## src/rtl/pass_pkg.sv

```systemverilog
// Shared definitions for the keypad password path (entry block and display decoder).
package pass_pkg;

  localparam int unsigned DigitW    = 4;
  localparam int unsigned NumDigits = 3;
  localparam int unsigned PassW     = DigitW * NumDigits;

  localparam logic [DigitW-1:0] KEY_CLEAR = 4'hA;
  localparam logic [DigitW-1:0] KEY_ENTER = 4'hB;
  localparam logic [DigitW-1:0] KEY_PROG  = 4'hC;

  typedef enum logic [1:0] {
    StEntry,
    StUnlocked,
    StProgram,
    StLockout
  } pass_state_e;

  function automatic logic is_digit(logic [DigitW-1:0] key);
    return key <= 4'd9;
  endfunction

endpackage

```

## src/rtl/pass_digit_buf.sv

```systemverilog
// Three-digit BCD shift buffer with a count that saturates at full.
module pass_digit_buf
  import pass_pkg::*;
(
  input  logic              i_clk,
  input  logic              i_rst_n,
  input  logic              push,
  input  logic [DigitW-1:0] digit,
  input  logic              clear,
  output logic [PassW-1:0]  buffer,
  output logic [1:0]        count
);

  logic [PassW-1:0] buf_q;
  logic [1:0]       cnt_q;

  always_ff @(posedge i_clk or negedge i_rst_n) begin
    if (!i_rst_n) begin
      buf_q <= '0;
      cnt_q <= '0;
    end else if (clear) begin
      buf_q <= '0;
      cnt_q <= '0;
    end else if (push && (cnt_q < 2'(NumDigits))) begin
      // Newest digit enters at the LSD; the first digit typed ends up as the MSD.
      buf_q <= {buf_q[PassW-DigitW-1:0], digit};
      cnt_q <= cnt_q + 2'd1;
    end
  end

  assign buffer = buf_q;
  assign count  = cnt_q;

endmodule

```

## src/rtl/pass_entry.sv

```systemverilog
// Keypad password entry: digit capture, compare against stored code, fail lockout, reprogram.
module pass_entry
  import pass_pkg::*;
#(
  parameter logic [11:0] DEFAULT_PASS = 12'h666,
  parameter int unsigned MAX_TRIES    = 3,
  parameter int unsigned LOCK_CYCLES  = 16
) (
  input  logic              i_clk,
  input  logic              i_rst_n,
  input  logic              i_en,
  input  logic              i_key_valid,
  input  logic [DigitW-1:0] i_key,
  output logic [PassW-1:0]  o_password,
  output logic [1:0]        o_digit_cnt,
  output logic              o_unlock,
  output logic              o_error,
  output logic              o_locked
);

  localparam int unsigned TimerW = $clog2(LOCK_CYCLES + 1);

  pass_state_e       state_q;
  logic [PassW-1:0]  stored_q;
  logic [2:0]        fail_q;
  logic [TimerW-1:0] timer_q;
  logic              error_q;

  logic             key_acc;
  logic             buf_push;
  logic             buf_clear;
  logic [PassW-1:0] buf_val;
  logic [1:0]       buf_cnt;
  logic             buf_full;

  assign key_acc  = i_key_valid & i_en;
  assign buf_full = (buf_cnt == 2'(NumDigits));

  always_comb begin
    buf_push  = 1'b0;
    buf_clear = 1'b0;
    if (key_acc) begin
      unique case (state_q)
        StEntry, StProgram: begin
          if (is_digit(i_key)) begin
            buf_push = 1'b1;
          end else if (i_key == KEY_CLEAR) begin
            buf_clear = 1'b1;
          end else if (i_key == KEY_ENTER) begin
            // A short PROGRAM entry keeps its digits so the user can finish typing.
            buf_clear = (state_q == StEntry) || buf_full;
          end
        end
        StUnlocked: buf_clear = (i_key == KEY_PROG);
        default: ;
      endcase
    end
  end

  pass_digit_buf u_digit_buf (
    .i_clk   (i_clk),
    .i_rst_n (i_rst_n),
    .push    (buf_push),
    .digit   (i_key),
    .clear   (buf_clear),
    .buffer  (buf_val),
    .count   (buf_cnt)
  );

  always_ff @(posedge i_clk or negedge i_rst_n) begin
    if (!i_rst_n) begin
      state_q  <= StEntry;
      stored_q <= DEFAULT_PASS;
      fail_q   <= '0;
      timer_q  <= '0;
      error_q  <= 1'b0;
    end else begin
      error_q <= 1'b0;
      unique case (state_q)
        StEntry: begin
          if (key_acc && (i_key == KEY_ENTER)) begin
            if (buf_full && (buf_val == stored_q)) begin
              state_q <= StUnlocked;
              fail_q  <= '0;
            end else if (!buf_full) begin
              error_q <= 1'b1;
            end else begin
              error_q <= 1'b1;
              if ((fail_q + 3'd1) == 3'(MAX_TRIES)) begin
                state_q <= StLockout;
                timer_q <= TimerW'(LOCK_CYCLES);
                fail_q  <= '0;
              end else begin
                fail_q <= fail_q + 3'd1;
              end
            end
          end
        end
        StUnlocked: begin
          if (key_acc && (i_key == KEY_PROG)) begin
            state_q <= StProgram;
          end else if (key_acc && (i_key == KEY_CLEAR)) begin
            state_q <= StEntry;
          end
        end
        StProgram: begin
          if (key_acc && (i_key == KEY_ENTER)) begin
            if (buf_full) begin
              stored_q <= buf_val;
              state_q  <= StUnlocked;
            end else begin
              error_q <= 1'b1;
            end
          end
        end
        StLockout: begin
          // Runs independently of i_en; leaves on the edge the timer hits zero.
          timer_q <= timer_q - TimerW'(1);
          if (timer_q <= TimerW'(1)) begin
            state_q <= StEntry;
          end
        end
        default: state_q <= StEntry;
      endcase
    end
  end

  assign o_password  = buf_val;
  assign o_digit_cnt = buf_cnt;
  assign o_unlock    = (state_q == StUnlocked);
  assign o_locked    = (state_q == StLockout);
  assign o_error     = error_q;

endmodule

```

## config.mk

```make
export PLATFORM = sky130hd
export DESIGN_NAME = pass_entry
export DESIGN_NICKNAME = d
export VERILOG_FILES = /design/src/rtl/pass_pkg.sv /design/src/rtl/pass_digit_buf.sv /design/src/rtl/pass_entry.sv
export SDC_FILE = /design/constraint.sdc
export NUM_CORES = 1
export LEC_CHECK = 0
export ABC_CLOCK_PERIOD_IN_PS = 2300
export CORE_ASPECT_RATIO = 0.5
export CORE_MARGIN = 10
export CORE_UTILIZATION = 54
export DETAILED_ROUTE_END_ITERATION = 7
export PLACE_DENSITY = 0.78
export SLEW_MARGIN = 20
export SYNTH_ARGS = -nofsm -noshare
export SYNTH_HDL_FRONTEND = slang
export SYNTH_SLANG_ARGS = --single-unit
```

## constraint.sdc

```tcl
create_clock -name i_clk -period 2.3 [get_ports i_clk]
set_input_delay 0.345 -clock i_clk [delete_from_list [all_inputs] [get_ports i_clk]]
set_output_delay 0.345 -clock i_clk [all_outputs]
set_load 0.01 [all_outputs]
```

==> qor.yml, run 1 <==
clock_tree:
  cts_resized: 0
  cts.sinks: 37
  cts_setup_buffers: 0
  clock_latency_ns: 0.29
  ctsHoldBuffers: 0
  cts.path.max_buffers: 2
  cts_tree: "built"
  clk_pin_slew_ns: 0.07
  cts_buffers: 5
  cts-root-buf: "clkbuf_8"
  htreeDepth: 2
place:
  dp_hpwl_um: 2781
  postPlaceCellArea_sq_um: 2261
  port_buffers: 24
  globalplace.congestion: 0.7905
  pre_cts_slack_ns: 0.1002
  placed_cells: 253
hold_path:
  hp-class: "in -> async"
final_layout:
  fin_util_pct: 69.23
  drive_above_1_share_pct: 18.18
  fin_nets: 222
  diodes: 0
  postLayoutCellArea_sq_um: 2365
  syn2layout_area_growth_pct: 23.85
  fill_cells: 262
  final_cell_count_no_fill: 260
timing:
  rsz0062_at_grt: "false"
  setup_tns_ns: 0
  setup_violations: 0
  slew_headroom_pct: 71.12
  fin_crit_ns: 2.150
  period_share_pct: 93.46
  setup_slack_ns: 0.1504
  fin_worst_skew_ns: 0.01030
  clock.fmax_mhz: 465.2
  holdWs_ns: 0.4773
  hold_viol: 0
  worstMarginPinSlew_ns: 0.4223
  final_max_slew_viol_count: 0
floorplanning:
  die_x_um: 104.1
  core_sq_um: 3416
  die_h_um: 62.05
  ios: 25
  row_count: 15
  dieArea_sq_um: 6458
  initial_core_util_pct: 55.90
detailed_routing:
  wire_per_inst_um: 14.48
  antenna_left: 0
  routed_via_density: 5.308
  drtIter0Drc: 55
  drc_errors: 0
  totalWireLength_um: 3765
  drt_first_pass_iters: 4
  vias: 1380
critical_path:
  worstPathMaxFanout: 12
  startpoint_type: "flip-flop"
  cp_slowest_cell: "clkdlybuf4s50_1"
  crit_buf_inv: 2
  rr_worst_depth: 6
  slowest_delay_ns: 0.56
  cp.arrival_ns: 1.80
  endpoint_kind: "primary output"
  cp_cell_sequence: "nand2_1, inv_1, clkdlybuf4s50_1"
  cp.depth: 3
  path_delay_family: "buffers and inverters"
  worstSetupPathType: "reg -> out"
  crit_required_ns: 1.96
global_route:
  grt.overflow.total: 0
  grt_pass1_vias: 1419
  grt_pass1_wl_um: 6458
  antenna_found_initial: 0
  track_usage_pct: 12.19
  grt_max_degree: 38
synthesis:
  syn_area_per_cell_sq_um: 10.91
  syn_area_sq_um: 1909
  synthCells: 175
  async_flop_share_pct: 100.0
  ys.flop_type: "dfrtp_1"
  yosysUniqueCellTypes: 42
  ys_ff_latch: 37
  synth-seq-area-share_pct: 48.89
  yosys_warnings: 0
  synth-edff-count: 0
  synth_nets: 188
pwr:
  power_per_cell_area_nw_per_um2: 883.9
  p_total_mw: 2.090
  peakVddDrop_uv: 456.4
  p_leak_nw: 1.094
run_status:
  outcome: "completed"
job:
  maxCapViolCount: 0
==> logic make-up (layout without fill, tap and decap cells) <==
kind of cell | after synthesis | after routing | synth area share, %
compound gates | 19 | 19 | 6.554
xor+xnor | 15 | 15 | 6.881
fa+ha+maj | 5 | 5 | 3.277
buf+inv | 11 | 45 | 2.687
flops | 37 | 37 | 48.89
mux | 25 | 25 | 13.89
simple gates | 63 | 63 | 17.83
==> cells in the mapped netlist (2+ instances only) <==
library cell	number	area (sq um)
nor3_1	2	10.01
nand2_1	11	41.29
mux2_2	12	135.1
dfrtp_1	31	775.7
nor3b_1	2	15.01
xnor2_1	14	122.6
clkbuf_1	3	11.26
nor2b_1	4	25.02
a31oi_1	2	12.51
nand2b_1	4	25.02
ha_1	5	62.56
inv_1	5	18.77
o21ai_0	4	20.02
nand3_1	5	25.02
o21bai_1	2	15.01
o21ai_1	2	10.01
mux2i_1	13	130.1
nor2_1	21	78.83
buf_2	2	10.01
nand4_1	3	18.77
dfstp_2	6	157.7
a21oi_1	2	10.01
==> sequential cells by signal, summed over array words and instances (netlist names) <==
signal	cells
o_error	1
u_digit_buf.buffer	12
u_digit_buf.count	2
state_q	2
timer_q	5
fail_q	3
stored_q	12
==> cell type report <==
cell class | instances | area [sq um] | share of cell area [%]
Tap cell | 51 | 63.81 | 2.698
Sequential cell | 37 | 933.4 | 39.47
Timing Repair Buffer | 33 | 320.3 | 13.54
Clock inverter | 2 | 35.03 | 1.481
Multi-Input combinational cell | 127 | 924.6 | 39.10
Inverter | 5 | 18.77 | 0.7937
Clock buffer | 5 | 68.82 | 2.910
==> worst reg2reg max path: stages (launching register included) <==
cell and delay (ns):
dfstp_2 0.54, xnor2_1 0.11, nand4_1 0.14, nor4_2 0.31, buf_4 0.21, nor3_1 0.07, a211o_1 0.27
==> cells in the final DEF, fill, tap and decap left out, drive strengths merged, types with 5 or more instances in the layout <==
cell type	n
mux2i	13
dfstp	6
dfrtp	31
nor2	21
mux2	12
nand3	5
ha	5
o21ai	6
buf	9
nand2	11
xnor2	14
clkdlybuf4s50	24
clkbuf	5
inv	5
==> power by group <==
group	internal, mW	switching (mW)
logic	0.368	0.271
clock network	0.315	0.215
registers	0.769	0.153
==> routing by layer <==
metal / up-vias / GRT usage, % / wire length (um)
met5: - / 0 / 0
met4: 0 / 4.519 / 46
met3: 4 / 3.498 / 141
met2: 18 / 22.40 / 1860
met1: 681 / 13.73 / 1717
li1: 677 / - / -
==> worst paths after layout <==
check / from / endpoint / slack (ns)
min: i_rst_n / u_digit_buf.buffer[0] / 0.48
min in group i_clk: fail_q[0] / fail_q[0] / 0.52
min reg2reg: fail_q[0] / fail_q[0] / 0.52
max reg2reg: stored_q[6] / fail_q[2] / 0.54
max: state_q[0] / o_locked / 0.15
max in group asynchronous: i_rst_n / stored_q[10] / 1.48
Power figures use the tool's default switching activity.
==> run 2, diff against run 1 <==
CORE_UTILIZATION = 50   (was 54)
PLACE_DENSITY = 0.73   (was 0.78)
==> run 2 against run 1 <==
Combinational power is 1% higher. Die area is 5.9% higher. Sequential share of layout area is 0.39 points higher. Critical path depth stayed put. Worst hold slack hardly changed. Sequential power hardly changed. Highest routed layer unchanged.
==> qor.yml, run 2 (synthesis gave the netlist of run 1 again) <==
run_status:
  outcome: "completed"
final_layout:
  fill_cells: 288  # +9.9%
  diodes: 0  # unchanged
  postLayoutCellArea_sq_um: 2345  # -0.85%
  register_area_sq_um: 934.6  # +0.13%
  drive_above_1_share_pct: 18.27  # +0.087 points
  final_cell_count_no_fill: 259  # -0.38%
  final_common_cell: "dfrtp_1"
  mostFrequentLayoutCells: "30 x dfrtp_1, 24 x clkdlybuf4s50_1, 21 x nor2_1"
  multi_input_area_sq_um: 924.6  # unchanged
  syn2layout_area_growth_pct: 22.80
  fin_nets: 221  # -0.45%
pwr:
  peakVddDrop_uv: 303.8  # -33%
  p_leak_nw: 1.077  # -1.6%
  power_per_cell_area_nw_per_um2: 867.0  # -1.9%
detailed_routing:
  drt_first_pass_iters: 4  # unchanged
  vias: 1404  # +1.7%
  drtIter0Drc: 39  # -29%
  drc_errors: 0  # unchanged
  wire_per_inst_um: 15.56  # +7.5%
  antenna_left: 0  # unchanged
  totalWireLength_um: 4030  # +7.0%
  routed_via_density: 5.421  # +2.1%
global_route:
  grt_pass1_wl_um: 6768  # +4.8%
  grt.overflow.total: 0  # unchanged
  grt_pass1_vias: 1412  # -0.49%
  track_usage_pct: 12.15  # -0.045 points
  grt_max_degree: 38  # unchanged
  antenna_found_initial: 0  # unchanged
timing:
  worstMarginPinSlew_ns: 0.4800  # +0.05768 ns
  period_share_pct: 93.96  # +0.49 points
  final_max_slew_viol_count: 0  # unchanged
  clock.fmax_mhz: 462.8  # -0.53%
  fin_worst_skew_ns: 0.008858  # -0.001441 ns
  hold_viol: 0  # unchanged
  slew_headroom_pct: 67.17  # -3.9 points
  fin_crit_ns: 2.161  # +0.01135 ns
  setup_tns_ns: 0  # unchanged
  setup_violations: 0  # unchanged
  rsz0062_at_grt: "false"
critical_path:
  r2r-start: "u_digit_buf.count[0]"
  worstPathMaxFanout: 12  # unchanged
  endpoint_kind: "primary output"
  worstSetupPathType: "reg -> out"
  startpoint: "state_q[0]"
  startpoint_type: "flip-flop"
  cp.arrival_ns: 1.82  # +0.02 ns
  crit_required_ns: 1.96  # about the same
clock_tree:
  cts.path.max_buffers: 2  # unchanged
  htreeDepth: 2  # unchanged
  cts_tree: "built"
  clk_pin_slew_ns: 0.08  # about the same
  cts.sinks: 37  # unchanged
  clock_latency_ns: 0.29  # about the same
  cts_buffers: 5  # unchanged
  cts-root-buf: "clkbuf_8"
floorplanning:
  dieArea_sq_um: 6840  # +5.9%
  die_x_um: 107.4  # +3.2%
  core_sq_um: 3547  # +3.8%
  die_h_um: 63.70  # +2.7%
  ios: 25  # unchanged
  row_count: 15  # unchanged
  initial_core_util_pct: 53.83  # -2.1 points
place:
  globalplace.congestion: 0.7912  # about the same
  postPlaceCellArea_sq_um: 2253  # -0.33%
  dp_hpwl_um: 2968  # +6.7%
  placed_cells: 252  # -0.40%
  port_buffers: 24  # unchanged
job:
  maxCapViolCount: 0  # unchanged
hold_path:
  hp-class: "in -> async"
run 2: changes by cell type in the layout (fill, tap and decap cells not counted):
cell and delta:
buf_4 -1, bufinv_16 -1, clkbuf_8 +1, clkinv_2 -1
clkinvlp_4 +1, dfrtp_1 -1, dfrtp_2 +1
run 2: power by group:
part           switching [mW]  leakage (nW)  internal, mW  total (mW)
Combinational           0.279         0.587         0.368       0.647
Clock                   0.228        0.0433         0.237       0.465
Sequential              0.153         0.446         0.769       0.922
run 2: layout make-up:
cell class / instances / share of cell area (%)
flip-flops and latches: 37 / 39.86
clock buffers: 6 / 3.522
repair buffers: 32 / 13.34
multi-input cells: 127 / 39.43
inverters: 5 / 0.8004
well taps: 51 / 2.721
clock inverters: 1 / 0.3202
run 2: worst max-delay path, stage by stage (launching register included):
cell             delay [ns]
dfrtp_1                0.54
nand2_1                0.25
inv_1                  0.18
clkdlybuf4s50_1        0.56
run 2: layer usage:
metal	track usage [%]	wire (um)
met2	20.00	1943
met3	4.158	195
met5	0	0
met1	14.38	1829
met4	4.305	61
run 2: repair_timing:
item | 4_1_cts | 5_1_grt
setup endpoints to repair | 0 | 1
hold buffers | 0 | 0
setup buffers | 0 | 0
resized for setup | 0 | 1
run 2: worst paths after layout:
path / slack (ns) / to / cells past startpoint
setup reg to reg: 0.48 / o_error / 6
setup / recovery: 0.14 / o_locked / 3
max in group asynchronous: 1.48 / stored_q[6] / 2
min in group i_clk: 0.53 / stored_q[4] / 1
hold / removal: 0.48 / u_digit_buf.buffer[3] / 2
hold reg to reg: 0.53 / stored_q[4] / 1
run 2: per-stage QoR:
stage	utilization (%)	setup WS [ns]	hold slack, ns	power [mW]
floorplan	-	0.5225	0.04941	1.226
global placement	63.53	0.1045	0.4890	1.564
detailed placement	63.53	0.06894	0.5113	1.597
CTS	66.07	0.09403	0.4963	2.058
global route	66.10	0.02874	0.5360	2.162
finish	66.10	0.1390	0.4770	2.033
==> run 3, diff against run 2 <==
PLACE_DENSITY = not set   (was 0.73)
PLACE_DENSITY_LB_ADDON = 0.12   (was not set)
TNS_END_PERCENT = 1   (was not set)
==> run 3 against run 2 <==
Worst hold slack lost 0.0055 ns. Sequential share of layout area fell by 0.37 points. Power grew 4.5%. Utilization grew 0.53 points. Worst setup slack better by 0.0075 ns. Clock power increased by 23%. First-iteration DRC count grew 38%. Final area grew 0.80%. Global-route usage down 0.14 points. Cell count is 0.77% higher. Routed wire length fell by 5.2%. Critical path type unchanged. Critical endpoint unchanged.
==> qor.yml, run 3 (synthesis gave the netlist of run 1 again) <==
run_status:
  outcome: "completed"
timing:
  setup_violations: 0  # unchanged
  slew_headroom_pct: 68.86  # +1.7 points
  period_share_pct: 93.63  # -0.33 points
  setup_slack_ns: 0.1465  # +0.007476 ns
  fin_crit_ns: 2.154  # -0.007476 ns
  final_max_slew_viol_count: 0  # unchanged
  rsz0062_at_grt: "false"
  hold_viol: 0  # unchanged
  fin_worst_skew_ns: 0.005196  # -0.003663 ns
  worstMarginPinSlew_ns: 0.4671  # -0.01285 ns
  setup_tns_ns: 0  # unchanged
  clock.fmax_mhz: 464.4  # +0.35%
final_layout:
  drive_above_1_share_pct: 18.57  # +0.30 points
  fin_nets: 222  # +0.45%
  final_common_cell: "dfrtp_1"
  mostFrequentLayoutCells: "31 x dfrtp_1, 24 x clkdlybuf4s50_1, 21 x nor2_1"
  diodes: 0  # unchanged
  fill_cells: 276  # -4.2%
  final_cell_count_no_fill: 261  # +0.77%
  syn2layout_area_growth_pct: 23.79
  fin_util_pct: 66.63  # +0.53 points
critical_path:
  path_delay_family: "buffers and inverters"
  regToRegSetupSlack_ns: 0.53  # +0.05 ns
  crit_buf_inv: 2  # unchanged
  cp.arrival_ns: 1.81  # about the same
  crit_required_ns: 1.96  # about the same
  startpoint_type: "flip-flop"
  r2r_end: "timer_q[1]"
  worstSetupPathType: "reg -> out"
  rr_worst_depth: 4  # -2
  r2r-start: "u_digit_buf.count[0]"
  endpoint_kind: "primary output"
  slowest_delay_ns: 0.56  # about the same
  worstPathMaxFanout: 12  # unchanged
  cp_cell_sequence: "nand2_1, inv_1, clkdlybuf4s50_1"
  cp_slowest_cell: "clkdlybuf4s50_1"
pwr:
  peakVddDrop_uv: 360.4  # +19%
  power.share.switching_pct: 31.45  # -0.98 points
  seqPwrFrac_pct: 43.2  # -2.1 points
  switchingPower_mw: 0.6681  # +1.3%
  p_leak_nw: 1.089  # +1.1%
  power_per_cell_area_nw_per_um2: 898.8  # +3.7%
  combinationalPowerShare_pct: 29.7  # -2.1 points
  clkPwrFrac_pct: 27.0  # +4.1 points
  p_int_mw: 1.456  # +6.0%
floorplanning:
  ios: 25  # unchanged
  row_count: 15  # unchanged
  core_sq_um: 3547  # unchanged
  die_x_um: 107.4  # unchanged
  dieArea_sq_um: 6840  # unchanged
  initial_core_util_pct: 53.83  # unchanged
  die_h_um: 63.70  # unchanged
clock_tree:
  cts_setup_buffers: 0  # unchanged
  cts.path.max_buffers: 2  # unchanged
  ctsHoldBuffers: 0  # unchanged
  clock_latency_ns: 0.29  # about the same
  cts_tree: "built"
  htreeDepth: 2  # unchanged
  clk_pin_slew_ns: 0.08  # about the same
  cts_resized: 0  # unchanged
  cts_buffers: 5  # unchanged
  cts-root-buf: "clkbuf_8"
  cts.sinks: 37  # unchanged
place:
  placed_cells: 253  # +0.40%
  pre_cts_slack_ns: 0.08072  # +0.01178 ns
  dp_hpwl_um: 2761  # -7.0%
  globalplace.congestion: 0.8037  # +1.6%
  port_buffers: 24  # unchanged
global_route:
  grt_pass1_wl_um: 6706  # -0.92%
  grt_max_degree: 38  # unchanged
  grt.overflow.total: 0  # unchanged
  track_usage_pct: 12.01  # -0.14 points
  antenna_found_initial: 0  # unchanged
  grt_pass1_vias: 1389  # -1.6%
hold_path:
  hp-class: "in -> async"
detailed_routing:
  totalWireLength_um: 3822  # -5.2%
  antenna_left: 0  # unchanged
  wire_per_inst_um: 14.64  # -5.9%
  routed_via_density: 5.249  # -3.2%
  drtIter0Drc: 54  # +38%
  vias: 1370  # -2.4%
  drt_first_pass_iters: 4  # unchanged
  drc_errors: 0  # unchanged
job:
  maxCapViolCount: 0  # unchanged
run 3: cell types whose count changed in the layout (fill, tap and decap cells not counted), sizes merged:
cell    change
buf         +1
bufinv      +1
clkbuf      -1
clkinv      +1
run 3: worst max-delay path by stage:
stage	from	endpoint	slack [ns]	depth (start not counted)
2_1_floorplan	stored_q[1]	fail_q[2]	0.52	5
3_3_place_gp	i_key[3]	timer_q[1]	0.12	6
3_5_place_dp	i_key[3]	timer_q[1]	0.08	6
4_1_cts	state_q[0]	o_locked	0.13	3
5_1_grt	state_q[0]	o_locked	0.01	3
6_report	state_q[0]	o_locked	0.15	3
run 3: final cells by class:
class	instances	area (sq um)	area share [%]
flip-flops and latches	37	933.4	39.49
multi-input cells	127	924.6	39.12
repair buffers	33	307.8	13.02
clock buffers	5	68.82	2.912
well taps	51	63.81	2.700
clock inverters	3	46.29	1.959
inverters	5	18.77	0.7941
run 3: through the flow:
step	hold slack, ns	power (mW)	cell area [sq um]
2_1_floorplan	0.04941	1.226	1909
3_3_place_gp	0.4885	1.556	2248
3_5_place_dp	0.5087	1.577	2248
4_1_cts	0.4845	2.158	2364
5_1_grt	0.5218	2.248	2364
6_report	0.4716	2.124	2364
run 3: routing by layer:
layer,GRT usage [%],part of all wire [%],up-vias
li1,-,-,675
met5,0,0,-
met1,15.46,47,671
met4,3.477,1.0,0
met3,4.057,5.3,6
met2,18.56,46,18
run 3: power by group through the flow:
stage	combinational, mW	clock [mW]	sequential (mW)
after global placement	0.630	0	0.926
after global routing	0.685	0.619	0.944
after floorplan	0.268	0	0.958
after detailed placement	0.644	0	0.933
after CTS	0.647	0.589	0.922
final	0.632	0.574	0.919
run 3: worst register-to-register path, stage by stage (launching register included):
cell and delay [ns]:
dfrtp_1 0.40, ha_1 0.35, or4b_4 0.57, nor3_4 0.22, o22ai_1 0.12
==> variant (settings of run 3) <==
Change the package constant `DigitW` from 4 to 5.
--- a/src/rtl/pass_pkg.sv
+++ b/src/rtl/pass_pkg.sv
@@ -3,3 +3,3 @@
 
-  localparam int unsigned DigitW    = 4;
+  localparam int unsigned DigitW    = 5;
   localparam int unsigned NumDigits = 3;
Interface: changed (resized i_key and o_password); port bits go from 25 to 29. No check against the original RTL was run, so the function may have changed too.
==> variant against run 3 <==
  * Core utilization is 4.3 points lower
  * Setup slack improved by 0.046 ns
  * Cell area is 16% higher
  * Routed wire length is 22% higher
  * Area after synthesis rose by 19%
  * First-iteration DRC count is 11% lower
  * Total power rose by 0.81%
  * Sequential cell count up 6
  * Sequential share of layout area about the same
==> variant: results (changes against run 3) <==
Routing
  – Via count: 1567 (was 1370)
  – First-pass DRT Iterations: 4 (unchanged)
  – Final wirelength: 4.66 mm (was 3.82 mm)
  – DRT iter0 DRCs: 48 (was 54)

Layout
  – Filler Cells Inserted: 357 (was 276)
  – Layout cells sized above 1: 0.196 (was 0.186)
  – Fin nets: 248 (was 222)

Setup path
  – Slowest stage delay, CP: 0.62 ns (was 0.56 ns)
  – Largest delay share family, worst path: buffers and inverters (unchanged)
  – R2R setup slack: 0.43 ns (was 0.53 ns)
  – Cell with the largest stage delay on the worst path: dfrtp_1 (was clkdlybuf4s50_1)
  – Worst-path maximum fanout: 11 (was 12)

Synthesis
  – Register area share after synthesis: 0.476 (was 0.489)
  – Post-Synth Adder-Cell Area: 0.0275 (was 0.0328)
  – Top cells by count, synth: dfrtp_1 (37), nor2_1 (24), xnor2_1 (19) (was dfrtp_1 (31), nor2_1 (21), xnor2_1 (14))
  – Mux cell area share after synthesis: 0.157 (was 0.139)
  – Post-synth net total: 210 (was 188)
  – Synth area leaders: dfrtp_1 (41%), xnor2_1 (7.3%), dfstp_2 (6.9%) (was dfrtp_1 (41%), dfstp_2 (8.3%), mux2_2 (7.1%))
  – Synth Area in XOR/XNOR: 0.0846 (was 0.0688)
  – Post-synth ARST share: 1.00 (unchanged)
  – Count of different cell masters after synthesis: 40 (was 42)
  – Ys Warns: 0 (unchanged)
  – Post-synthesis compound-gate area fraction: 0.0621 (was 0.0655)

Global routing
  – Largest net degree at the start of global routing: 19 (was 38)
  – First-pass GRT wire length: 8.07 mm (was 6.71 mm)
  – Overall Global Routing Usage: 0.131 (was 0.120)

Clock network
  – Cts hold-fix bufs: 1 (was 0)
  – CTS buffer count: 5 (unchanged)
  – Clk buf depth: 2 (unchanged)
  – Postcts setup bufs: 0 (unchanged)
  – Clk Latency, worst-skew pair: 0.30 ns
  – Worst-path clk slew: 0.08 ns (about the same)

Min path
  – Hold Crit Class: input pin to async pin (unchanged)

Power
  – Power Total: 2.14 mW (was 2.12 mW)
  – Lkg Pwr: 1.33 nW (was 1.09 nW)
  – P_comb: 0.652 mW (was 0.632 mW)
  – Peak supply drop: 0.628 mV (was 0.360 mV)
  – Int Power: 1.44 mW (was 1.46 mW)
  – Clk power: 0.476 mW (was 0.574 mW)

Timing
  – Worst Skew: 0.00437 ns (was 0.00520 ns)
  – Slew @ Worst Pin: 0.541 ns (was 0.467 ns)
  – Final setup fails: 0 (unchanged)

Placed design
  – IO Port Bufs: 28 (was 24)
  – Global placer's final weighted congestion: 0.805 (was 0.804)
  – Post-DP HPWL: 3.46 mm (was 2.76 mm)

Status
  – Status: complete, no violations (unchanged)
[variant: final timing paths]
path                                         start                      end  cells after the start
min reg2reg                  fail_q[1]$_DFFE_PN0P_    fail_q[1]$_DFFE_PN0P_                      1
min                                        i_rst_n   timer_q[2]$_DFFE_PN0P_                      2
max                         state_q[0]$_DFFE_PN0P_                 o_locked                      3
max in group asynchronous                  i_rst_n  stored_q[2]$_DFFE_PN1P_                      3
min in group i_clk           fail_q[1]$_DFFE_PN0P_    fail_q[1]$_DFFE_PN0P_                      1
max reg2reg                stored_q[6]$_DFFE_PN1P_   state_q[1]$_DFFE_PN0P_                      5
[variant: metal layers]
metal	global-route usage	routed length, um	vias to the layer above
met2	0.195	2080	19
met4	0.0376	38	0
met1	0.177	2310	784
met3	0.0477	235	4
met5	0	0	-
li1	-	-	760
[variant: cell type report]
type / count / area [um2] / area share
clock buffers: 6 / 72.6 / 0.0264
clock inverters: 2 / 12.5 / 0.00456
inverters: 9 / 33.8 / 0.0123
multi-input cells: 138 / 1110 / 0.406
flip-flops and latches: 43 / 1080 / 0.395
well taps: 57 / 71.3 / 0.0260
repair buffers: 37 / 358 / 0.130
[variant: stage by stage]
| step | worst slack, ns | hold slack [ns] | area (um2) | cells | utilization |
|---|---|---|---|---|---|
| 2_1_floorplan | 0.576 | 0.0494 | 2280 | 196 | - |
| 3_3_place_gp | 0.141 | 0.301 | 2650 | 283 | 0.602 |
| 3_5_place_dp | 0.103 | 0.302 | 2650 | 283 | 0.602 |
| 4_1_cts | 0.199 | 0.511 | 2750 | 292 | 0.624 |
| 5_1_grt | 0.0455 | 0.526 | 2750 | 292 | 0.624 |
| 6_report | 0.193 | 0.506 | 2750 | 292 | 0.624 |
